`src/rtl/seg_pkg.sv`:
```
// Shared seven-segment definitions for the display encoder and the scan decoder.
package seg_pkg;

  localparam logic [6:0] SEG_0 = 7'h40;
  localparam logic [6:0] SEG_1 = 7'h79;
  localparam logic [6:0] SEG_2 = 7'h24;
  localparam logic [6:0] SEG_3 = 7'h30;
  localparam logic [6:0] SEG_4 = 7'h19;
  localparam logic [6:0] SEG_5 = 7'h12;
  localparam logic [6:0] SEG_6 = 7'h02;
  localparam logic [6:0] SEG_7 = 7'h78;
  localparam logic [6:0] SEG_8 = 7'h00;
  localparam logic [6:0] SEG_9 = 7'h10;

  localparam logic [3:0] ANODE_BLANK = 4'b1111;

  typedef enum logic {
    SETTLE = 1'b0,
    HELD   = 1'b1
  } scan_state_e;

  typedef struct packed {
    logic       valid;
    logic [3:0] digit;
  } seg_dec_t;

endpackage

```
`src/rtl/seg_pattern_decode.sv`:
```
// Active-low cathode pattern to BCD digit; valid is low for non-digit shapes.
module seg_pattern_decode
  import seg_pkg::*;
(
  input  logic [6:0] cathode_i,
  output seg_dec_t   dec_o
);

  always_comb begin
    dec_o = '0;
    unique case (cathode_i)
      SEG_0:   dec_o = '{valid: 1'b1, digit: 4'd0};
      SEG_1:   dec_o = '{valid: 1'b1, digit: 4'd1};
      SEG_2:   dec_o = '{valid: 1'b1, digit: 4'd2};
      SEG_3:   dec_o = '{valid: 1'b1, digit: 4'd3};
      SEG_4:   dec_o = '{valid: 1'b1, digit: 4'd4};
      SEG_5:   dec_o = '{valid: 1'b1, digit: 4'd5};
      SEG_6:   dec_o = '{valid: 1'b1, digit: 4'd6};
      SEG_7:   dec_o = '{valid: 1'b1, digit: 4'd7};
      SEG_8:   dec_o = '{valid: 1'b1, digit: 4'd8};
      SEG_9:   dec_o = '{valid: 1'b1, digit: 4'd9};
      default: dec_o = '0;
    endcase
  end

endmodule

```
`src/rtl/seg_scan_decoder.sv`:
```
// Monitors the multiplexed seven-segment scan and rebuilds the displayed BCD value.
module seg_scan_decoder
  import seg_pkg::*;
#(
  parameter int unsigned STABLE_CYCLES = 4
) (
  input  logic        clk,
  input  logic        rst,
  input  logic [3:0]  seg_anode,
  input  logic [6:0]  seg_cathode,
  output logic [15:0] bcd_out,
  output logic        bcd_valid,
  output logic        frame_done,
  output logic        pat_err,
  output logic        anode_err
);

  localparam logic [7:0] STABLE = 8'(STABLE_CYCLES);

  logic [10:0] s1_q, s2_q, p_q;
  logic [7:0]  cnt_q, cnt_d;
  scan_state_e state_q, state_d;
  logic [15:0] shadow_q, shadow_d, shadow_n;
  logic [15:0] bcd_q, bcd_d;
  logic [3:0]  seen_q, seen_d, seen_n;
  logic        valid_q, valid_d;
  logic        done_q, done_d;
  logic        perr_q, perr_d;
  logic        aerr_q, aerr_d;
  logic        cap;
  logic [3:0]  an_low;
  logic        multi, single;
  logic [1:0]  idx;
  seg_dec_t    dec;

  seg_pattern_decode u_dec (
    .cathode_i(s2_q[6:0]),
    .dec_o    (dec)
  );

  assign an_low = ~s2_q[10:7];
  assign multi  = (an_low & (an_low - 4'd1)) != 4'd0;
  assign single = (an_low != 4'd0) && !multi;

  always_comb begin
    idx = 2'd0;
    unique case (an_low)
      4'b0001: idx = 2'd0;
      4'b0010: idx = 2'd1;
      4'b0100: idx = 2'd2;
      4'b1000: idx = 2'd3;
      default: idx = 2'd0;
    endcase
  end

  // One capture per stable window: HELD parks until the sample changes.
  always_comb begin
    state_d = state_q;
    cnt_d   = cnt_q;
    cap     = 1'b0;
    if (s2_q != p_q) begin
      state_d = SETTLE;
      cnt_d   = '0;
    end else if (state_q == SETTLE) begin
      cnt_d = cnt_q + 8'd1;
      if (cnt_d == STABLE) begin
        cap     = 1'b1;
        state_d = HELD;
      end
    end
  end

  always_comb begin
    shadow_n = shadow_q;
    shadow_n[{idx, 2'b00} +: 4] = dec.digit;
    seen_n   = seen_q | (4'b0001 << idx);
    shadow_d = shadow_q;
    seen_d   = seen_q;
    bcd_d    = bcd_q;
    valid_d  = valid_q;
    done_d   = 1'b0;
    perr_d   = 1'b0;
    aerr_d   = 1'b0;
    if (cap && multi) begin
      aerr_d = 1'b1;
    end else if (cap && single && !dec.valid) begin
      perr_d = 1'b1;
    end else if (cap && single) begin
      shadow_d = shadow_n;
      seen_d   = seen_n;
      if (seen_n == 4'hF) begin
        bcd_d   = shadow_n;
        done_d  = 1'b1;
        valid_d = 1'b1;
        seen_d  = '0;
      end
    end
  end

  always_ff @(posedge clk or posedge rst) begin
    if (rst) begin
      s1_q     <= '0;
      s2_q     <= '0;
      p_q      <= '0;
      cnt_q    <= '0;
      state_q  <= SETTLE;
      shadow_q <= '0;
      seen_q   <= '0;
      bcd_q    <= '0;
      valid_q  <= 1'b0;
      done_q   <= 1'b0;
      perr_q   <= 1'b0;
      aerr_q   <= 1'b0;
    end else begin
      s1_q     <= {seg_anode, seg_cathode};
      s2_q     <= s1_q;
      p_q      <= s2_q;
      cnt_q    <= cnt_d;
      state_q  <= state_d;
      shadow_q <= shadow_d;
      seen_q   <= seen_d;
      bcd_q    <= bcd_d;
      valid_q  <= valid_d;
      done_q   <= done_d;
      perr_q   <= perr_d;
      aerr_q   <= aerr_d;
    end
  end

  assign bcd_out    = bcd_q;
  assign bcd_valid  = valid_q;
  assign frame_done = done_q;
  assign pat_err    = perr_q;
  assign anode_err  = aerr_q;

endmodule

```
`config.mk`:
```
export PLATFORM = sky130hd
export DESIGN_NAME = seg_scan_decoder
export DESIGN_NICKNAME = d
export VERILOG_FILES = /design/src/rtl/seg_pkg.sv /design/src/rtl/seg_pattern_decode.sv /design/src/rtl/seg_scan_decoder.sv
export SDC_FILE = /design/constraint.sdc
export NUM_CORES = 1
export LEC_CHECK = 0
export CAP_MARGIN = 30
export CELL_PAD_IN_SITES_DETAIL_PLACEMENT = 1
export CELL_PAD_IN_SITES_GLOBAL_PLACEMENT = 1
export CORE_MARGIN = 3
export CORE_UTILIZATION = 50
export CTS_CLUSTER_DIAMETER = 120
export DETAILED_ROUTE_END_ITERATION = 7
export HOLD_SLACK_MARGIN = 0.05
export PLACE_DENSITY_LB_ADDON = 0.1
export SLEW_MARGIN = 30
export SYNTH_ARGS = -nofsm -noshare
export SYNTH_HDL_FRONTEND = slang
export SYNTH_SLANG_ARGS = --single-unit
export TNS_END_PERCENT = 50
```
`constraint.sdc`:
```
create_clock -name clk -period 4.5 [get_ports clk]
set_clock_uncertainty 0.2 [all_clocks]
set_input_delay 0.9 -clock clk [delete_from_list [all_inputs] [get_ports clk]]
set_output_delay 0.9 -clock clk [all_outputs]
set_load 0.05 [all_outputs]
```
==> reports/metrics.cfg, run 1 <==
[synthesis]
yosys.area_share.xor_xnor_pct = 4.82
synth_edf_count = 0
synthTopCellsByCount = 82 x dfrtp_1, 21 x inv_1, 19 x nor2_1
synth_fa_ha_area_share_pct = 2.56
syn_nets = 338
synth_compound_area_share_pct = 8.42
yosys_warnings = 0
syn_area_per_cell_um2 = 12.0
synth_top_family_by_area = simple AND/OR/NAND/NOR gates
syn_inst = 318
ys_types = 59
synth_mux_area_share_pct = 8.75
yosysSeqAreaShare_pct = 53.8
synth-main-ff-cell = dfrtp_1
syn_area_mm2 = 0.00382
synth.area.top_cells = dfrtp_1 54%, mux2_4 3.9%, xor2_1 3.4%
synth_top_area_share_pct = 53.8
synthSimpleGateAreaFrac_pct = 16.8
yosysMostFrequentCell = dfrtp_1
async_flop_share_pct = 100
synth-seq-cells = 82
synth_top_area_cell = dfrtp_1

[critical_path]
critPathMaxFanout = 21
crit_path_start_kind = register
crit_required_ns = 4.55
regToRegSetupSlack_ns = 1.46
cp-end-kind = register
worstPathArrival_ns = 3.08
r2r-end = bcd_out[15]$_DFFE_PP0P_
crit_type = register to register
r2r_cells = 9
regToRegStartpoint = s2_q[10]$_DFF_PP0_

[clock_network]
cts-resized-gates = 0
worstSkewPairLatency_ns = 0.36
clock-sinks = 82
root_buffer = clkbuf_8
post_cts_buffers = 0
clockBufferDepth = 2
cts_tree = yes
htree_num_levels = 3
postCtsHoldBufs = 0
clkSlewWorstSetupHoldPaths_ns = 0.09
cts_buffers = 9

[cells_and_area]
nets = 364
antennaDiodeCount = 0
fin_util_pct = 60.2
stdcell_count = 448
area_growth_pct = 15.6
fill_cells = 714
drive_gt1_share_pct = 15.8

[route]
viasPerCell = 5.63
routed_wl_um = 8050
firstDrtPassIters = 6
wl_per_cell_um = 18.0
drc_errors = 0
dr_total_vias = 2523
first_iter_violations = 96
final_antenna_net_count = 0

[power_and_ir_drop]
peakVddDrop_uv = 200
power_frac_clock_pct = 42.0
p_seq_share_pct = 52.1
p_int_uw = 1110
p_sw_share_pct = 25.0
p_leak_uw = 0.00191
combPwrFrac_pct = 5.8
power.density_mw_per_mm2 = 334
p_sw_uw = 368

[timing]
max_freq_ghz = 0.329
drv_slew = 0
finalSetupViolCount = 0
tightest_slew_ns = 0.952
finalHoldViolations = 0
worst_slack_ns = 1.46
rsz0062_at_grt = false
fin_crit_sh_pct = 67.5
setup-tns-final_ns = 0
period_minus_slack_ns = 3.04
slew_headroom_pct = 36.6

[placed_design]
dp_slack_ns = 1.50
place.gp.congestion = 0.836
place_inst = 432
dp_hpwl_um = 5410
port_buffers = 32

[global_route]
grt_max_degree = 61
grt_overflow_total = 0
grt_pass1_wl_um = 13900
grt_pass1_vias = 2741
grt.total_usage_pct = 20.7
antenna_found_initial = 0

[floorplanning]
die-area_mm2 = 0.00872
dieHeight_um = 93.4
io_pins = 33
start_util_pct = 52.1
die_width_um = 93.4
rows = 31
core_mm2 = 0.00733

[min_path]
holdPathEnd = s2_q[0]$_DFF_PP0_
hold_class = register to register
hp-start = s1_q[0]$_DFF_PP0_
hold_depth = 0

[job]
cap_violations = 0

[run_status]
run_status = finished clean

## cell type report
class | count | area [µm²] | share of cell area [%]
Multi-Input combinational cell | 195 | 1580 | 35.8
Timing Repair Buffer | 35 | 343 | 7.77
Clock inverter | 7 | 109 | 2.47
Clock buffer | 9 | 124 | 2.81
Tap cell | 99 | 124 | 2.81
Inverter | 21 | 83.8 | 1.90
Sequential cell | 82 | 2050 | 46.5
## through the flow
step	area, µm²	hold WS, ns	total power [µW]
after global routing	4410	0.171	1540
after CTS	4410	0.161	1490
after detailed placement	4180	0.139	870
after floorplan	3820	0.131	840
after global placement	4180	0.132	866
final	4410	0.157	1470
## critical path: stages, from the launching register on
cell and delay (ns):
dfrtp_1 0.54, xor2_1 0.29, nand2_1 0.18, inv_1 0.19, ha_1 0.28, o22a_1 0.16, o221ai_1 0.17, nor4_4 0.17
buf_4 0.37, mux2_2 0.37
## cells in the final DEF (no fill, tap or decap), types with 4 or more instances in the layout
| cell | count |
|---|---|
| clkbuf_8 | 9 |
| clkdlybuf4s50_1 | 32 |
| dfrtp_1 | 82 |
| ha_1 | 7 |
| inv_1 | 20 |
| mux2_2 | 10 |
| mux2_4 | 10 |
| mux2i_1 | 6 |
| nand2_1 | 16 |
| nand3_1 | 4 |
| nor2_1 | 19 |
| nor2b_1 | 4 |
| nor3_1 | 6 |
| o21ai_0 | 12 |
| o21ai_1 | 5 |
| o41ai_1 | 8 |
| xnor2_1 | 6 |
| xor2_1 | 15 |
## logic make-up (layout without fill, tap and decap cells)
| group | after synthesis | in the layout |
|---|---|---|
| AO/OA/AOI/OAI | 47 | 47 |
| XOR/XNOR | 21 | 21 |
| adder cells (fa/ha/maj) | 8 | 8 |
| buffers and inverters | 41 | 72 |
| flip-flops | 82 | 82 |
| multiplexers | 27 | 27 |
| AND/OR/NAND/NOR | 92 | 92 |
## worst max path at each step
| stage | depth (start not counted) | startpoint | end |
|---|---|---|---|
| after detailed placement | 9 | s2_q[10]$_DFF_PP0_ | bcd_out[15]$_DFFE_PP0P_ |
| after global placement | 9 | s2_q[10]$_DFF_PP0_ | bcd_out[15]$_DFFE_PP0P_ |
| after floorplan | 1 | rst | anode_err$_DFF_PP0_ |
| final | 9 | s2_q[10]$_DFF_PP0_ | bcd_out[15]$_DFFE_PP0P_ |
| after global routing | 9 | s2_q[10]$_DFF_PP0_ | bcd_out[15]$_DFFE_PP0P_ |
| after CTS | 9 | s2_q[10]$_DFF_PP0_ | bcd_out[15]$_DFFE_PP0P_ |
## flip-flops by register name, indices dropped and copies added (netlist names)
| name | count |
|---|---|
| bcd_out | 16 |
| shadow_q | 16 |
| p_q | 11 |
| s1_q | 11 |
| s2_q | 11 |
| cnt_q | 8 |
| seen_q | 4 |
| anode_err | 1 |
| bcd_valid | 1 |
| frame_done | 1 |
| pat_err | 1 |
| state_q | 1 |
## power by group through the flow
stage	Sequential (µW)	Clock [µW]	Combinational, µW
4_1_cts	770	637	86.9
6_report	769	620	85.7
5_1_grt	773	668	94.9
3_5_place_dp	784	0	86.3
2_1_floorplan	772	0	68.3
3_3_place_gp	783	0	83.3
## routing by layer
| layer | track usage, % | vias up | share of wire [%] |
|---|---|---|---|
| met5 | 0 | - | 0 |
| met4 | 9.89 | 0 | 2.6 |
| met3 | 4.26 | 17 | 2.8 |
| met2 | 32.5 | 49 | 49 |
| met1 | 27.3 | 1284 | 46 |
| li1 | - | 1173 | - |
Note: power is estimated with default switching activity, not from simulation.
==> run 2, diff against run 1 <==
CORE_UTILIZATION = 47   (was 50)
clock period = 2.92 ns   (was 4.5 ns; I/O delays follow)
==> reports/metrics.cfg, run 2 (synthesis gave the netlist of run 1 again) <==
[global_route]
antenna_found_initial = 0  ; unchanged
grt_pass1_vias = 2726  ; -0.55%
grt_max_degree = 43  ; -30%
grt.total_usage_pct = 19.4  ; -1.2 points
grt_pass1_wl_um = 13600  ; -1.8%
grt_overflow_total = 0  ; unchanged

[clock_network]
clock-sinks = 82  ; unchanged
clockBufferDepth = 2  ; unchanged
worstSkewPairLatency_ns = 0.34  ; -0.02 ns
root_buffer = clkbuf_8
cts_buffers = 9  ; unchanged
clkSlewWorstSetupHoldPaths_ns = 0.09  ; about the same
htree_num_levels = 3  ; unchanged
post_cts_buffers = 0  ; unchanged
cts_tree = yes

[cells_and_area]
stdcell_count = 464  ; +3.6%
antennaDiodeCount = 0  ; unchanged
fill_cells = 833  ; +17%
most-common-layout-cells = 79 x dfrtp_1, 32 x clkdlybuf4s50_1, 20 x inv_1
final_common_cell = dfrtp_1
drive_gt1_share_pct = 19.9  ; +4.1 points
fin_util_pct = 57.7  ; -2.5 points
nets = 377  ; +3.6%
area_growth_pct = 18.0

[floorplanning]
die_width_um = 96.1  ; +2.9%
dieHeight_um = 96.1  ; +2.9%
io_pins = 33  ; unchanged
rows = 32  ; +3.2%
core_mm2 = 0.00781  ; +6.5%
die-area_mm2 = 0.00924  ; +6.0%
start_util_pct = 48.9  ; -3.2 points

[critical_path]
crit_required_ns = 2.95  ; -1.60 ns
crit_type = register to register
cp-end-kind = register
critPathMaxFanout = 7  ; -67%
crit_path_start_kind = register
worstPathArrival_ns = 2.80  ; -0.28 ns

[route]
wl_per_cell_um = 17.2  ; -4.1%
viasPerCell = 5.46  ; -3.1%
final_antenna_net_count = 0  ; unchanged
firstDrtPassIters = 4  ; -2
drc_errors = 0  ; unchanged
routed_wl_um = 8000  ; -0.70%
first_iter_violations = 66  ; -31%
dr_total_vias = 2532  ; +0.36%

[timing]
slew_headroom_pct = 55.3  ; +19 points
tightest_slew_ns = 0.664  ; -0.287 ns
finalSetupViolCount = 0  ; unchanged
holdWs_ns = 0.153  ; -0.00437 ns
max_freq_ghz = 0.361  ; +9.8%
setup-tns-final_ns = 0  ; unchanged
rsz0062_at_grt = false
period_minus_slack_ns = 2.77  ; -0.270 ns
finalHoldViolations = 0  ; unchanged
drv_slew = 0  ; unchanged
fin_crit_sh_pct = 94.8  ; +27 points

[job]
cap_violations = 0  ; unchanged

[min_path]
hold_class = register to register

[run_status]
run_status = finished clean

[placed_design]
place.gp.congestion = 0.841  ; +0.63%
dp_hpwl_um = 5820  ; +7.7%
place_inst = 448  ; +3.7%
port_buffers = 32  ; unchanged

[power_and_ir_drop]
p_leak_uw = 0.00195  ; +2.3%
power.density_mw_per_mm2 = 479  ; +43%
peakVddDrop_uv = 273  ; +37%
finalPower_uw = 2160  ; +46%

## run 2: cell types whose count changed in the layout (fill, tap and decap cells not counted), sizes merged
cell / before / now
clkinvlp: 0 / 1
inv: 23 / 22
buf: 3 / 16
bufinv: 2 / 1
clkinv: 3 / 4
## run 2: power breakdown
part	leakage, µW	switching (µW)	internal, µW	total [µW]
logic	0.000785	86.3	57.6	144
registers	0.00107	26.0	1160	1180
clock network	0.000100	426	403	829
total	0.00195	538	1620	2160
## run 2: worst paths after layout
kind	cells past startpoint	to	slack, ns	startpoint
max in group asynchronous	3	cnt_q[1]$_DFFE_PP0P_	1.65	rst
worst min register to register	0	s2_q[0]$_DFF_PP0_	0.15	s1_q[0]$_DFF_PP0_
worst max register to register	7	bcd_out[15]$_DFFE_PP0P_	0.15	cnt_q[0]$_DFFE_PP0P_
worst max-delay path	7	bcd_out[15]$_DFFE_PP0P_	0.15	cnt_q[0]$_DFFE_PP0P_
worst min-delay path	0	s2_q[0]$_DFF_PP0_	0.15	s1_q[0]$_DFF_PP0_
min in group asynchronous	3	shadow_q[8]$_DFFE_PP0P_	0.46	rst
## run 2: layout make-up
type / instances / area [µm²] / area share (%)
inverter: 21 / 80.1 / 1.78
timing repair buffer: 48 / 453 / 10.1
clock inverter: 7 / 77.6 / 1.72
sequential: 82 / 2060 / 45.7
clock buffer: 9 / 124 / 2.75
multi-input combinational: 195 / 1590 / 35.2
tap: 102 / 128 / 2.83
## run 2: per-stage QoR
stage	cell area [µm²]	worst slack, ns
floorplan	3820	0.0276
global placement	4290	0.221
detailed placement	4290	0.0636
CTS	4490	0.0343
global route	4500	0.0279
finish	4500	0.152
## run 2: routing by layer
| metal | vias to the layer above | global-route usage, % | wire (µm) |
|---|---|---|---|
| met2 | 35 | 33.9 | 4080 |
| met4 | 0 | 4.74 | 82 |
| met5 | - | 0 | 0 |
| met3 | 9 | 3.91 | 230 |
| met1 | 1296 | 24.7 | 3610 |
| li1 | 1192 | - | - |
## run 2: worst max-delay path, cell delays in order, from the launching register on
cell      delay [ns]
dfrtp_1         0.44
ha_1            0.24
or4b_4          0.51
nor3_2          0.20
nand4b_2        0.17
nor4_4          0.32
buf_4           0.23
mux2_2          0.34
## run 2: repair_timing
| action | 4_1_cts | 5_1_grt |
|---|---|---|
| resized for setup | 0 | 4 |
| hold buffers | 0 | 0 |
| endpoints found under the setup margin | 0 | 13 |
